$ cat config.mk
export PLATFORM = sky130hd
export DESIGN_NAME = sqrt_chain_seq_flat
export DESIGN_NICKNAME = d
export VERILOG_FILES = /design/src/rtl/sqrt_chain_seq_if.sv /design/src/rtl/sqrt_chain_seq.sv /design/src/flat_wrapper.sv
export SDC_FILE = /design/constraint.sdc
export NUM_CORES = 1
export LEC_CHECK = 0
export CAP_MARGIN = 25
export CORE_UTILIZATION = 45
export DETAILED_ROUTE_END_ITERATION = 12
export GPL_ROUTABILITY_DRIVEN = 0
export GPL_TIMING_DRIVEN = 0
export HOLD_SLACK_MARGIN = 0.15
export PLACE_DENSITY = 0.82
export SYNTH_ARGS = -nofsm -noshare
export SYNTH_HDL_FRONTEND = slang
export SYNTH_SLANG_ARGS = --single-unit
$ cat constraint.sdc
create_clock -name clk -period 3.3 [get_ports clk]
set_input_delay 0.66 -clock clk [delete_from_list [all_inputs] [get_ports clk]]
set_output_delay 0.66 -clock clk [all_outputs]
set_load 0.03 [all_outputs]
$ cat src/rtl/sqrt_chain_seq_if.sv
// Handshake bundle between the square-root sequencer and the converter/core chain.
// The sequencer takes the master modport; the datapath side (or a bench) takes the slave modport.
interface sqrt_chain_seq_if;
   logic        ce1ms;
   logic [31:0] X;
   logic        ok_bin;
   logic        ok_sqrt;
   logic        ok_dec;
   logic [31:0] Y_dec;
   logic        st_bin;
   logic        st_sqrt;
   logic        st_dec;
   logic [31:0] X_op;
   logic [31:0] Y;
   logic        busy;
   logic        valid;
   logic        err_tmo;
   logic        err_bcd;

   modport master (
      input  ce1ms, X, ok_bin, ok_sqrt, ok_dec, Y_dec,
      output st_bin, st_sqrt, st_dec, X_op, Y, busy, valid, err_tmo, err_bcd
   );

   modport slave (
      output ce1ms, X, ok_bin, ok_sqrt, ok_dec, Y_dec,
      input  st_bin, st_sqrt, st_dec, X_op, Y, busy, valid, err_tmo, err_bcd
   );
endinterface

$ cat src/rtl/sqrt_chain_seq.sv
// Paces DEC8->BIN27, the square-root core and BIN27->DEC8 with one-cycle start strobes,
// runs only on a changed legal BCD operand, and aborts any stage that exceeds TMO_CYC cycles.
module sqrt_chain_seq #(
   parameter int TMO_CYC = 4096,
   parameter int TMO_W   = 13
) (
   input  logic             clk,
   input  logic             rst_n,
   sqrt_chain_seq_if.master bus
);

   typedef enum logic [2:0] {IDLE, S_BIN, S_SQRT, S_DEC, ERR} state_t;

   state_t             state_q, state_d;
   logic [31:0]        x_op_q, x_op_d;
   logic [31:0]        y_q, y_d;
   logic               st_bin_q, st_bin_d;
   logic               st_sqrt_q, st_sqrt_d;
   logic               st_dec_q, st_dec_d;
   logic               valid_q, valid_d;
   logic               err_tmo_q, err_tmo_d;
   logic               err_bcd_q, err_bcd_d;
   logic [TMO_W-1:0]   tmo_q, tmo_d;

   logic [7:0]         nib_bad;
   logic               x_legal;
   logic               tmo_last;
   logic               need_run;

   for (genvar gi = 0; gi < 8; gi++) begin : g_nib
      assign nib_bad[gi] = (bus.X[4*gi+3 -: 4] > 4'd9);
   end

   assign x_legal  = ~|nib_bad;
   assign tmo_last = (tmo_q == TMO_W'(TMO_CYC - 1));
   // The very first run after reset must start even when X equals the reset value of X_op.
   assign need_run = (bus.X != x_op_q) || (!valid_q && !err_tmo_q);

   always_ff @(posedge clk or negedge rst_n) begin
      if (!rst_n) begin
         state_q   <= IDLE;
         x_op_q    <= '0;
         y_q       <= '0;
         st_bin_q  <= 1'b0;
         st_sqrt_q <= 1'b0;
         st_dec_q  <= 1'b0;
         valid_q   <= 1'b0;
         err_tmo_q <= 1'b0;
         err_bcd_q <= 1'b0;
         tmo_q     <= '0;
      end else begin
         state_q   <= state_d;
         x_op_q    <= x_op_d;
         y_q       <= y_d;
         st_bin_q  <= st_bin_d;
         st_sqrt_q <= st_sqrt_d;
         st_dec_q  <= st_dec_d;
         valid_q   <= valid_d;
         err_tmo_q <= err_tmo_d;
         err_bcd_q <= err_bcd_d;
         tmo_q     <= tmo_d;
      end
   end

   // An ok arriving while the stage's own strobe is still high belongs to the previous run.
   always_comb begin
      state_d   = state_q;
      x_op_d    = x_op_q;
      y_d       = y_q;
      st_bin_d  = 1'b0;
      st_sqrt_d = 1'b0;
      st_dec_d  = 1'b0;
      valid_d   = valid_q;
      err_tmo_d = err_tmo_q;
      err_bcd_d = err_bcd_q;
      tmo_d     = tmo_q + TMO_W'(1);
      case (state_q)
         IDLE, ERR: begin
            tmo_d = '0;
            if (bus.ce1ms) begin
               if (!x_legal) begin
                  err_bcd_d = 1'b1;
               end else begin
                  err_bcd_d = 1'b0;
                  if (need_run) begin
                     x_op_d    = bus.X;
                     valid_d   = 1'b0;
                     err_tmo_d = 1'b0;
                     st_bin_d  = 1'b1;
                     state_d   = S_BIN;
                  end
               end
            end
         end
         S_BIN: begin
            if (bus.ok_bin && !st_bin_q) begin
               st_sqrt_d = 1'b1;
               tmo_d     = '0;
               state_d   = S_SQRT;
            end else if (tmo_last) begin
               err_tmo_d = 1'b1;
               valid_d   = 1'b0;
               state_d   = ERR;
            end
         end
         S_SQRT: begin
            if (bus.ok_sqrt && !st_sqrt_q) begin
               st_dec_d = 1'b1;
               tmo_d    = '0;
               state_d  = S_DEC;
            end else if (tmo_last) begin
               err_tmo_d = 1'b1;
               valid_d   = 1'b0;
               state_d   = ERR;
            end
         end
         S_DEC: begin
            if (bus.ok_dec && !st_dec_q) begin
               y_d     = bus.Y_dec;
               valid_d = 1'b1;
               tmo_d   = '0;
               state_d = IDLE;
            end else if (tmo_last) begin
               err_tmo_d = 1'b1;
               valid_d   = 1'b0;
               state_d   = ERR;
            end
         end
         default: state_d = IDLE;
      endcase
   end

   assign bus.st_bin  = st_bin_q;
   assign bus.st_sqrt = st_sqrt_q;
   assign bus.st_dec  = st_dec_q;
   assign bus.X_op    = x_op_q;
   assign bus.Y       = y_q;
   assign bus.busy    = (state_q == S_BIN) || (state_q == S_SQRT) || (state_q == S_DEC);
   assign bus.valid   = valid_q;
   assign bus.err_tmo = err_tmo_q;
   assign bus.err_bcd = err_bcd_q;

endmodule

$ cat src/flat_wrapper.sv
// flat-port wrapper written by rule: the top's interface ports become plain ports
module sqrt_chain_seq_flat 
#(
   parameter int TMO_CYC = 4096,
   parameter int TMO_W   = 13
)
  (clk, rst_n, bus_ce1ms, bus_X, bus_ok_bin, bus_ok_sqrt, bus_ok_dec, bus_Y_dec, bus_st_bin, bus_st_sqrt, bus_st_dec, bus_X_op, bus_Y, bus_busy, bus_valid, bus_err_tmo, bus_err_bcd);
  sqrt_chain_seq_if bus_i ();
  input  logic clk;
  input  logic rst_n;
  input wire logic [$bits(bus_i.ce1ms)-1:0] bus_ce1ms;
  input wire logic [$bits(bus_i.X)-1:0] bus_X;
  input wire logic [$bits(bus_i.ok_bin)-1:0] bus_ok_bin;
  input wire logic [$bits(bus_i.ok_sqrt)-1:0] bus_ok_sqrt;
  input wire logic [$bits(bus_i.ok_dec)-1:0] bus_ok_dec;
  input wire logic [$bits(bus_i.Y_dec)-1:0] bus_Y_dec;
  output wire logic [$bits(bus_i.st_bin)-1:0] bus_st_bin;
  output wire logic [$bits(bus_i.st_sqrt)-1:0] bus_st_sqrt;
  output wire logic [$bits(bus_i.st_dec)-1:0] bus_st_dec;
  output wire logic [$bits(bus_i.X_op)-1:0] bus_X_op;
  output wire logic [$bits(bus_i.Y)-1:0] bus_Y;
  output wire logic [$bits(bus_i.busy)-1:0] bus_busy;
  output wire logic [$bits(bus_i.valid)-1:0] bus_valid;
  output wire logic [$bits(bus_i.err_tmo)-1:0] bus_err_tmo;
  output wire logic [$bits(bus_i.err_bcd)-1:0] bus_err_bcd;
  assign bus_i.ce1ms = bus_ce1ms;
  assign bus_i.X = bus_X;
  assign bus_i.ok_bin = bus_ok_bin;
  assign bus_i.ok_sqrt = bus_ok_sqrt;
  assign bus_i.ok_dec = bus_ok_dec;
  assign bus_i.Y_dec = bus_Y_dec;
  assign bus_st_bin = bus_i.st_bin;
  assign bus_st_sqrt = bus_i.st_sqrt;
  assign bus_st_dec = bus_i.st_dec;
  assign bus_X_op = bus_i.X_op;
  assign bus_Y = bus_i.Y;
  assign bus_busy = bus_i.busy;
  assign bus_valid = bus_i.valid;
  assign bus_err_tmo = bus_i.err_tmo;
  assign bus_err_bcd = bus_i.err_bcd;
  sqrt_chain_seq #(.TMO_CYC(TMO_CYC), .TMO_W(TMO_W)) u_core (.clk(clk), .rst_n(rst_n), .bus(bus_i));
endmodule
==> impl_results.md, run 1 <==
- Status: complete, no violations
- Final net count: around 500
- ANT nets after route: 0
- Power per cell area: between 700 and 800 mW/mm2
- R2R Path End: u_core.bus.X_op[17]
- Area grow syn2layout: 45.28%
- Tightest Pin Transition: approximately 0.54 ns
- Critical path endpoint category: flop
- Worst Path Required: 3.54 ns
- CP Max Fanout: 10
- Total track usage: about a fifth
- CP startpoint kind: input port
- Sink Count: 86
- DR vias: approximately 2800
- Setup TNS: 0 ns
- Final setup fails: 0
- Vias in the first global route: 2913
- R2R cell count: 7
- Final core utilization: roughly two thirds
- Max clock buf depth: 2
- Setup repair bufs after CTS: 0
- Slew HR: 63.77%
- Core Area: slightly above 0.008 mm2
- Top sig layer: met4
- Initial antenna violation count: 0
- Die Area: 0.009072 mm2
- Die W: 95.25 um
- Layout cell share with drive strength beyond 1: about a fifth
- Io pins: between 100 and 150
- H-tree depth: 3
- Finished Cell Area: about 0.0057 mm2
- Wire length on met1: approximately 3800 um
- # DRC: 0
- Final cell count without fillers: 553
- FMAX: approximately 0.38 GHz
- Synthesized cell area: just under 0.004 mm2
- Syn avg cell area: 13.45 um2
- Routed WL per cell: between 15 and 20 um
- TritonCTS clock tree: done
- Synth warn: 0
- Antenna cells: 0
- 1st-iter DRT viols: 80
- Mapped Cells: 291
- Initial core utilization: 47.14%
- Worst clock skew: 0.01038 ns
- Routed length on met3: around 610 um
- RSZ-0062 raised after global routing: false
- Pin count of the biggest net entering global routing: 47
- Wirelength, routed: ~8900 um
- Post-cts sizing count: 0
- VDD IR max: approximately 300 uV
- Congestion Overflow GR: 0
- Crit path arrival time: ~2.9 ns
- Pre-antenna DRT Iters: 4
- Final Hold Fails: 0
- Rows: 33
- CP Launch Point: bus_X[17]
- Seq cells post-synth: 86
- First-pass GRT wire length: 14270 um
- Placed insts: between 500 and 600
- Internal reg-to-reg setup slack: between 1 and 1.5 ns
- Critical Path End: u_core.bus.X_op[17]
- Crit Path Category: input port to flop
- LEAKAGE: between 2 and 2.5 nW
- Power, Total: between 4 and 5 mW
- DPL Wire Length: approximately 6800 um
- Post-Place Setup Slack: 0.2385 ns
- Min-delay worst type: input port to async pin
- Max-cap violation count: 0
- Synth cell types: 34
- Final Cycle Share: between 80% and 90%
- Worst reg2reg path startpoint: u_core.bus.X_op[16]
- Net Count, Synth: roughly 360
- Final worst setup slack: approximately 0.64 ns
- Smallest hold slack: roughly 0.27 ns
- Root Driver: clkbuf_8
- Port buffer count: between 100 and 150
- Die Ht: approximately 95 um
- Min Tclk post-route: between 2 and 3 ns
- Sequential area share after synthesis: between 50% and 60%
- CTS buffer count: 9
- Worst-path clk slew: 0.09 ns
- Wire length on met2: approximately 4400 um
- Worst skew pair latency: 0.35 ns
- Fin. max-slew vios: 0
- Post-CTS Hold Fix Bufs: 0
- Cell Area, Placed: 0.005470 mm2
- Vias per std cell: 5.072
[state kept, by name, indices dropped and copies added (netlist names)]
| name | count |
|---|---|
| u_core.bus.err_tmo | 1 |
| u_core.bus.err_bcd | 1 |
| u_core.bus.st_dec | 1 |
| u_core.bus.st_bin | 1 |
| u_core.bus.Y | 32 |
| u_core.state_q | 3 |
| u_core.tmo_q | 13 |
| u_core.bus.st_sqrt | 1 |
| u_core.bus.valid | 1 |
| u_core.bus.X_op | 32 |
[Yosys cell counts]
library cell | count | area share, %
a21oi_1 | 5 | 0.64
a31oi_1 | 1 | 0.16
or3b_2 | 1 | 0.22
and2_1 | 1 | 0.16
o21a_1 | 1 | 0.19
o211a_1 | 1 | 0.26
mux2_4 | 26 | 10
o22ai_1 | 1 | 0.16
o21ai_0 | 9 | 1.2
nor4_1 | 1 | 0.16
or3_1 | 1 | 0.16
nand2_4 | 1 | 0.29
mux2_2 | 39 | 11
ha_1 | 1 | 0.32
xor2_1 | 11 | 2.5
buf_12 | 3 | 1.5
and4_1 | 1 | 0.22
nand3_1 | 5 | 0.64
nor2b_1 | 2 | 0.32
nand3b_1 | 1 | 0.19
inv_1 | 4 | 0.38
nor3_2 | 1 | 0.26
nand2b_1 | 4 | 0.64
nor2_1 | 23 | 2.2
a32oi_1 | 1 | 0.22
nand2_1 | 9 | 0.86
and2_2 | 1 | 0.19
xnor2_1 | 30 | 6.7
dfrtp_1 | 86 | 55
a211oi_1 | 1 | 0.19
nand4_1 | 11 | 1.8
nor3_1 | 3 | 0.38
buf_2 | 4 | 0.51
a2111oi_0 | 1 | 0.22
[worst min-delay path by stage]
stage	startpoint	endpoint	slack, ns
floorplan	rst_n	u_core.bus.X_op[0]	0.36
global placement	u_core.tmo_q[0]	u_core.tmo_q[0]	0.47
detailed placement	u_core.tmo_q[0]	u_core.tmo_q[0]	0.48
CTS	rst_n	u_core.bus.Y[13]	0.29
global route	rst_n	u_core.tmo_q[11]	0.31
finish	rst_n	u_core.bus.Y[13]	0.27
[power by group]
part,switching [mW],leakage (nW),total (mW),internal [mW]
Combinational,0.985,1.25,1.91,0.925
Clock,0.377,0.106,0.803,0.426
Sequential,0.199,1.11,1.55,1.35
[placed cells by master, fill, tap and decap left out, drive strengths merged]
| cell | n |
|---|---|
| inv | 4 |
| nand2b | 4 |
| o22ai | 1 |
| clkdlybuf4s50 | 139 |
| and4 | 1 |
| nand2 | 10 |
| o21ai | 9 |
| buf | 9 |
| nor2b | 2 |
| o21a | 1 |
| clkinvlp | 1 |
| xnor2 | 30 |
| nand3b | 1 |
| dfrtp | 86 |
| clkinv | 3 |
| nor2 | 23 |
| nor4 | 1 |
| a31oi | 1 |
| bufinv | 2 |
| clkbuf | 10 |
| a211oi | 1 |
| a2111oi | 1 |
| nand3 | 5 |
| and2 | 2 |
| or3 | 1 |
| a21oi | 5 |
| nor3 | 4 |
| o211a | 1 |
| or3b | 1 |
| ha | 1 |
| xor2 | 11 |
| a32oi | 1 |
| mux2 | 65 |
| nand4 | 11 |
[logic make-up (layout without fill, tap and decap cells)]
logic type / after synthesis / in the layout / synth area share [%]
buf+inv: 11 / 168 / 2.430
mux: 65 / 65 / 21.20
compound gates: 21 / 21 / 3.198
flops: 86 / 86 / 55.00
xor+xnor: 41 / 41 / 9.178
simple gates: 66 / 66 / 8.667
fa+ha+maj: 1 / 1 / 0.3197
[final cells by class]
class                           count  area, um2
Fill cell                         611       2615
Sequential cell                    86       2152
Multi-Input combinational cell    194       1665
Timing Repair Buffer              141       1426
Tap cell                          105      131.4
Clock buffer                       10      127.6
Clock inverter                      6      86.33
Buffer                              7      80.08
Inverter                            4      15.01
[worst max-delay path: stages]
cell and delay [ns]:
clkdlybuf4s50_1 0.54, xnor2_1 0.14, nand4_1 0.13, nor4_1 0.43, nand4_1 0.25, nand2_4 0.26, buf_12 0.18, mux2_4 0.30
[metal layers]
metal,vias up,global-route usage (%)
met1,1365,26.54
met2,103,33.87
li1,1323,-
met4,0,7.576
met5,-,0
met3,14,5.263
Power figures use the tool's default switching activity.
==> run 2, diff against run 1 <==
==> constraint.sdc (replaced) <==
create_clock -name clk -period 2.5 [get_ports clk]
set_input_delay 0.5 -clock clk [delete_from_list [all_inputs] [get_ports clk]]
set_output_delay 0.5 -clock clk [all_outputs]
set_load 0.03 [all_outputs]
==> run 2 against run 1 <==
Compared with the run above:
- core utilization increased by 0.21 points
- power rose by 32%
- cell count up 0.18%
- sequential share of layout area shrank 0.12 points
- final area grew 0.31%
- sequential power grew 32%
- clock-buffer cell count did not move
- sequential cell count stayed put
- worst setup slack lost 0.55 ns
- critical endpoint is now u_core.bus.X_op[31]
- largest cell class unchanged
==> impl_results.md, run 2 (synthesis gave the netlist of run 1 again) <==
- DPL Wire Length: 6750 um (unchanged)
- Initial core utilization: 47.14% (unchanged)
- Final core utilization: 68.70% (was 68.49%)
- RSZ-0062 raised after global routing: false (unchanged)
- Pin count of the biggest net entering global routing: 47 (unchanged)
- Congestion Overflow GR: 0 (unchanged)
- Worst Path Required: 2.74 ns (was 3.54 ns)
- Total track usage: 20.77% (was 20.73%)
- LEAKAGE: 2.479 nW (was 2.475 nW)
- VDD IR max: 392.5 uV (was 297.9 uV)
- Final net count: 515 (was 514)
- Antenna cells: 0 (unchanged)
- Crit Path Category: input port to flop (unchanged)
- Crit-path slowest cell: clkdlybuf4s50_1 (unchanged)
- Multi-input gate area: 0.001673 mm2 (was 0.001665 mm2)
- Fin. max-slew vios: 0 (unchanged)
- CP Cell Sequence: clkdlybuf4s50_1, xnor2_1, nand4_1, nor4_2, nand4_1, nand2_4, buf_12, mux2_4 (was clkdlybuf4s50_1, xnor2_1, nand4_1, nor4_1, nand4_1, nand2_4, buf_12, mux2_4)
- Vias in the first global route: 2925 (was 2913)
- Flip-flop and latch area: 0.002152 mm2 (unchanged)
- Most frequent cells in the layout: clkdlybuf4s50_1, dfrtp_1, mux2_2, xnor2_1, mux2_4 (unchanged)
- Setup repair bufs after CTS: 0 (unchanged)
- First-pass GRT wire length: 14300 um (was 14270 um)
- Max-cap violation count: 0 (unchanged)
- Buf/Inv on CP: 2 (unchanged)
- 1st-iter DRT viols: 75 (was 80)
- CTS buffer count: 9 (unchanged)
- Root Driver: clkbuf_8 (unchanged)
- Max clock buf depth: 2 (unchanged)
- Final Hold Fails: 0 (unchanged)
- ANT nets after route: 0 (unchanged)
- CP Max Fanout: 10 (unchanged)
- Io pins: 141 (unchanged)
- Core Area: 0.008299 mm2 (unchanged)
- Cell mode on critical path: nand4_1 (unchanged)
- Pre-antenna DRT Iters: 4 (unchanged)
- Vias per std cell: 5.094 (was 5.072)
- Die Area: 0.009072 mm2 (unchanged)
- Slew HR: 63.73% (was 63.77%)
- Sink Count: 86 (unchanged)
- Fillers: 608 (was 611)
- Layout cell share with drive strength beyond 1: 20.94% (was 20.76%)
- Port buffer count: 140 (unchanged)
- Initial antenna violation count: 0 (unchanged)
- TritonCTS clock tree: done (unchanged)
- Min Tclk post-route: roughly 2.4 ns
- Tightest Pin Transition: 0.5420 ns (was 0.5415 ns)
- Final setup fails: 0 (unchanged)
- Routed WL per cell: 16.20 um (was 16.14 um)
- CP startpoint kind: input port (unchanged)
- Max stage delay on crit path: 0.53 ns (was 0.54 ns)
- Critical path endpoint category: flop (unchanged)
- Worst-path clk slew: 0.08 ns (was 0.09 ns)
- Crit path arrival time: 2.64 ns (was 2.90 ns)
- # DRC: 0 (unchanged)
- Wirelength, routed: 8973 um (was 8924 um)
- Commonest non-fill, non-tap cell in the layout: clkdlybuf4s50_1 (unchanged)
- Area grow syn2layout: 45.73% (was 45.28%)
- Power, Total: 5.638 mW (was 4.267 mW)
- Min-delay worst type: flop to flop (was input port to async pin)
- Status: complete, no violations (unchanged)
- Die W: 95.25 um (unchanged)
- Crit path max-delay family: simple AND/OR/NAND/NOR gates (unchanged)
- Power per cell area: 988.7 mW/mm2 (was 750.6 mW/mm2)
- Die Ht: 95.25 um (unchanged)
- Worst skew pair latency: 0.35 ns (about the same)
- Rows: 33 (unchanged)
- FMAX: ~0.42 GHz
- Final Cycle Share: between 90% and 100%
- H-tree depth: 3 (unchanged)
- Worst clock skew: 0.01051 ns (was 0.01038 ns)
- DR vias: 2822 (was 2805)
==> run 2: layer usage <==
layer	vias to the layer above	GRT usage, %	part of all wire, %
met1	1373	26.54	42
met2	112	33.99	49
met5	-	0	0
met3	14	5.263	7.1
li1	1323	-	-
met4	0	7.576	1.5
==> run 2: path summary, 6_finish.rpt <==
path | from | end | slack (ns) | depth (start not counted)
max reg2reg | u_core.bus.X_op[16] | u_core.bus.X_op[31] | 0.31 | 7
min reg2reg | u_core.tmo_q[0] | u_core.tmo_q[0] | 0.49 | 1
max | bus_X[25] | u_core.bus.X_op[31] | 0.09 | 8
min in group asynchronous | rst_n | u_core.bus.Y[13] | 0.67 | 2
max in group asynchronous | rst_n | u_core.bus.X_op[27] | 1.22 | 3
min | u_core.tmo_q[0] | u_core.tmo_q[0] | 0.49 | 1
==> run 2: metrics by stage <==
stage	area, um2	cells	worst slack, ns	setup TNS (ns)	hold slack, ns
5_1_grt	5702	554	0.01274	0	0.4986
3_3_place_gp	5445	536	-2.179	-199.57	0.4727
6_report	5702	554	0.09215	0	0.4854
3_5_place_dp	5470	537	-0.4015	-13.71	0.4771
4_1_cts	5700	554	0.06266	0	0.4884
2_1_floorplan	3913	291	0.5007	0	0.2044
==> run 2: area by class of cell <==
class                           instances  area share (%)
Buffer                                  7           1.404
Clock inverter                          6           1.514
Sequential cell                        86           37.74
Tap cell                              105           2.304
Multi-Input combinational cell        194           29.34
Inverter                                4          0.2633
Timing Repair Buffer                  142           25.19
Clock buffer                           10           2.238
==> run 2: power by group <==
group | internal [mW] | leakage (nW) | total [mW] | switching (mW)
combinational | 1.22 | 1.26 | 2.53 | 1.30
clock | 0.562 | 0.106 | 1.06 | 0.500
sequential | 1.79 | 1.11 | 2.05 | 0.264
total | 3.57 | 2.48 | 5.64 | 2.07
==> run 2: timing repair <==
item / in CTS / in global routing
setup endpoints to repair: 26 / 26
resized for setup: 1 / 1
hold buffers: 1 / 0
hold endpoints to repair: 40 / 0
==> run 3, diff against run 2 <==
--- a/config.mk
+++ b/config.mk
@@ -11,7 +11,7 @@
 export GPL_ROUTABILITY_DRIVEN = 0
 export GPL_TIMING_DRIVEN = 0
 export HOLD_SLACK_MARGIN = 0.15
-export PLACE_DENSITY = 0.82
+export PLACE_DENSITY = 0.83
 export SYNTH_ARGS = -nofsm -noshare
 export SYNTH_HDL_FRONTEND = slang
 export SYNTH_SLANG_ARGS = --single-unit
==> run 3 against run 2 <==
Compared with the run above:
- die area unchanged
- fmax down 0.64%
- largest power group unchanged
- clock power down 14%
- combinational power about the same
- global-route usage down 0.16 points
- cell count rose by 0.72%
- via count down 0.53%
- critical path depth stayed put
- wire length fell by 1.8%
- largest cell class unchanged
- sequential share of layout area is essentially flat
- register-to-register slack barely moved
- critical path type unchanged
==> impl_results.md, run 3 (synthesis gave the netlist of run 1 again) <==
- Pin count of the biggest net entering global routing: 67 (was 47)
- R2R cell count: 7 (unchanged)
- Most frequent cells in the layout: clkdlybuf4s50_1, dfrtp_1, mux2_2, xnor2_1, mux2_4 (unchanged)
- Routed WL per cell: 15.79 um (was 16.20 um)
- # DRC: 0 (unchanged)
- Die Ht: 95.25 um (unchanged)
- Min-delay worst type: flop to flop (unchanged)
- Worst Path Required: 2.73 ns (was 2.74 ns)
- Sink Count: 86 (unchanged)
- Critical path endpoint category: flop (unchanged)
- Cell Area, Placed: 0.005470 mm2 (unchanged)
- Vias in the first global route: 2879 (was 2925)
- Crit-path slowest cell: clkdlybuf4s50_1 (unchanged)
- CP Max Fanout: 7 (was 10)
- Crit path max-delay family: simple AND/OR/NAND/NOR gates (unchanged)
- Finished Cell Area: 0.005694 mm2 (was 0.005702 mm2)
- Tightest Pin Transition: 0.5437 ns (was 0.5420 ns)
- Final net count: 519 (was 515)
- Worst reg2reg path startpoint: u_core.bus.X_op[12] (was u_core.bus.X_op[16])
- Buf/Inv on CP: 2 (unchanged)
- CP startpoint kind: input port (unchanged)
- Final Cycle Share: 96.94% (was 96.31%)
- Vias per std cell: 5.030 (was 5.094)
- Cell mode on critical path: nand4_1 (unchanged)
- Slew HR: 63.62% (was 63.73%)
- Die W: 95.25 um (unchanged)
- Final core utilization: 68.61% (was 68.70%)
- Worst hold start: u_core.tmo_q[0] (unchanged)
- Crit Path Category: input port to flop (unchanged)
- CTS buffer count: 9 (unchanged)
- H-tree depth: 3 (unchanged)
- Pre-antenna DRT Iters: 4 (unchanged)
- Initial core utilization: 47.14% (unchanged)
- Min Tclk post-route: 2.423 ns (was 2.408 ns)
- Final Hold Fails: 0 (unchanged)
- Max clock buf depth: 2 (unchanged)
- Crit path depth: 8 (unchanged)
- CP Cell Sequence: clkdlybuf4s50_1, xnor2_1, nand4_1, nor4_1, nand4_1, nand2_4, buf_4, mux2_2 (was clkdlybuf4s50_1, xnor2_1, nand4_1, nor4_2, nand4_1, nand2_4, buf_12, mux2_4)
- Initial antenna violation count: 0 (unchanged)
- FMAX: 0.4126 GHz (was 0.4153 GHz)
- First-pass GRT wire length: 14240 um (was 14300 um)
- ANT nets after route: 0 (unchanged)
- Root Driver: clkbuf_8 (unchanged)
- Crit path arrival time: 2.66 ns (was 2.64 ns)
- Max stage delay on crit path: 0.55 ns (was 0.53 ns)
- Total track usage: 20.60% (was 20.77%)
- Smallest hold slack: 0.5029 ns (was 0.4854 ns)
- Io pins: 141 (unchanged)
- Power per cell area: 962.5 mW/mm2 (was 988.7 mW/mm2)
- Die Area: 0.009072 mm2 (unchanged)
- Fin. max-slew vios: 0 (unchanged)
- Area grow syn2layout: 45.54% (was 45.73%)
- Worst skew pair latency: 0.35 ns (about the same)
- Max-cap violation count: 0 (unchanged)
- Commonest non-fill, non-tap cell in the layout: clkdlybuf4s50_1 (unchanged)
- Worst-path clk slew: 0.09 ns (was 0.08 ns)
- VDD IR max: 390.7 uV (was 392.5 uV)
- Power, Total: 5.480 mW (was 5.638 mW)
- Rows: 33 (unchanged)
- Layout cell share with drive strength beyond 1: 21.63% (was 20.94%)
- LEAKAGE: 2.478 nW (was 2.479 nW)
- Worst clock skew: 0.01097 ns (was 0.01051 ns)
- Congestion Overflow GR: 0 (unchanged)
- Setup TNS: 0 ns (unchanged)
- Core Area: 0.008299 mm2 (unchanged)
- CP Launch Point: bus_X[17] (was bus_X[25])
- Post-cts sizing count: 0 (was 1)
- DR vias: 2807 (was 2822)
- Antenna cells: 0 (unchanged)
- Final setup fails: 0 (unchanged)
- Status: complete, no violations (unchanged)
- RSZ-0062 raised after global routing: false (unchanged)
- TritonCTS clock tree: done (unchanged)
- Hold depth: 1 (unchanged)
- DPL Wire Length: 6608 um (was 6750 um)
- Port buffer count: 140 (unchanged)
- Wirelength, routed: 8811 um (was 8973 um)
- 1st-iter DRT viols: 94 (was 75)
## run 3: area by class of cell
| type | instances | area [um2] |
|---|---|---|
| repair buffers | 146 | 1466 |
| clock buffers | 10 | 137.6 |
| multi-input cells | 194 | 1665 |
| fillers | 584 | 2605 |
| inverters | 4 | 15.01 |
| plain buffers | 7 | 80.08 |
| flip-flops and latches | 86 | 2152 |
| clock inverters | 6 | 46.29 |
| well taps | 105 | 131.4 |
## run 3: what timing repair did
action	in CTS	in global routing
setup endpoints to repair	0	6
endpoints found under the hold margin	20	0
hold buffers	1	0
setup buffers	0	4
## run 3: worst paths after layout
kind                                  endpoint  slack [ns]
max in group asynchronous     u_core.tmo_q[10]        1.29
min reg2reg                    u_core.tmo_q[0]        0.50
max                         u_core.bus.X_op[0]        0.08
min                            u_core.tmo_q[0]        0.50
min in group asynchronous  u_core.bus.X_op[16]        0.57
max reg2reg                 u_core.bus.X_op[0]        0.32
## run 3: through the flow
stage          std cells  setup WS (ns)
6_report             558        0.07659
5_1_grt              558        0.04546
4_1_cts              554        0.02795
3_5_place_dp         537        -0.3500
3_3_place_gp         536         -2.157
2_1_floorplan        291         0.5007
## run 3: power breakdown
| group | switching [mW] | internal, mW | leakage (nW) |
|---|---|---|---|
| Clock | 0.519 | 0.394 | 0.0889 |
| Sequential | 0.263 | 1.79 | 1.11 |
| Combinational | 1.30 | 1.22 | 1.28 |
## run 3: routing by layer
metal	GRT usage (%)	vias up	part of all wire (%)
met5	0	-	0
met4	4.798	0	0.72
met3	5.263	7	6.3
met2	34.82	94	50
met1	26.50	1382	43
li1	-	1324	-
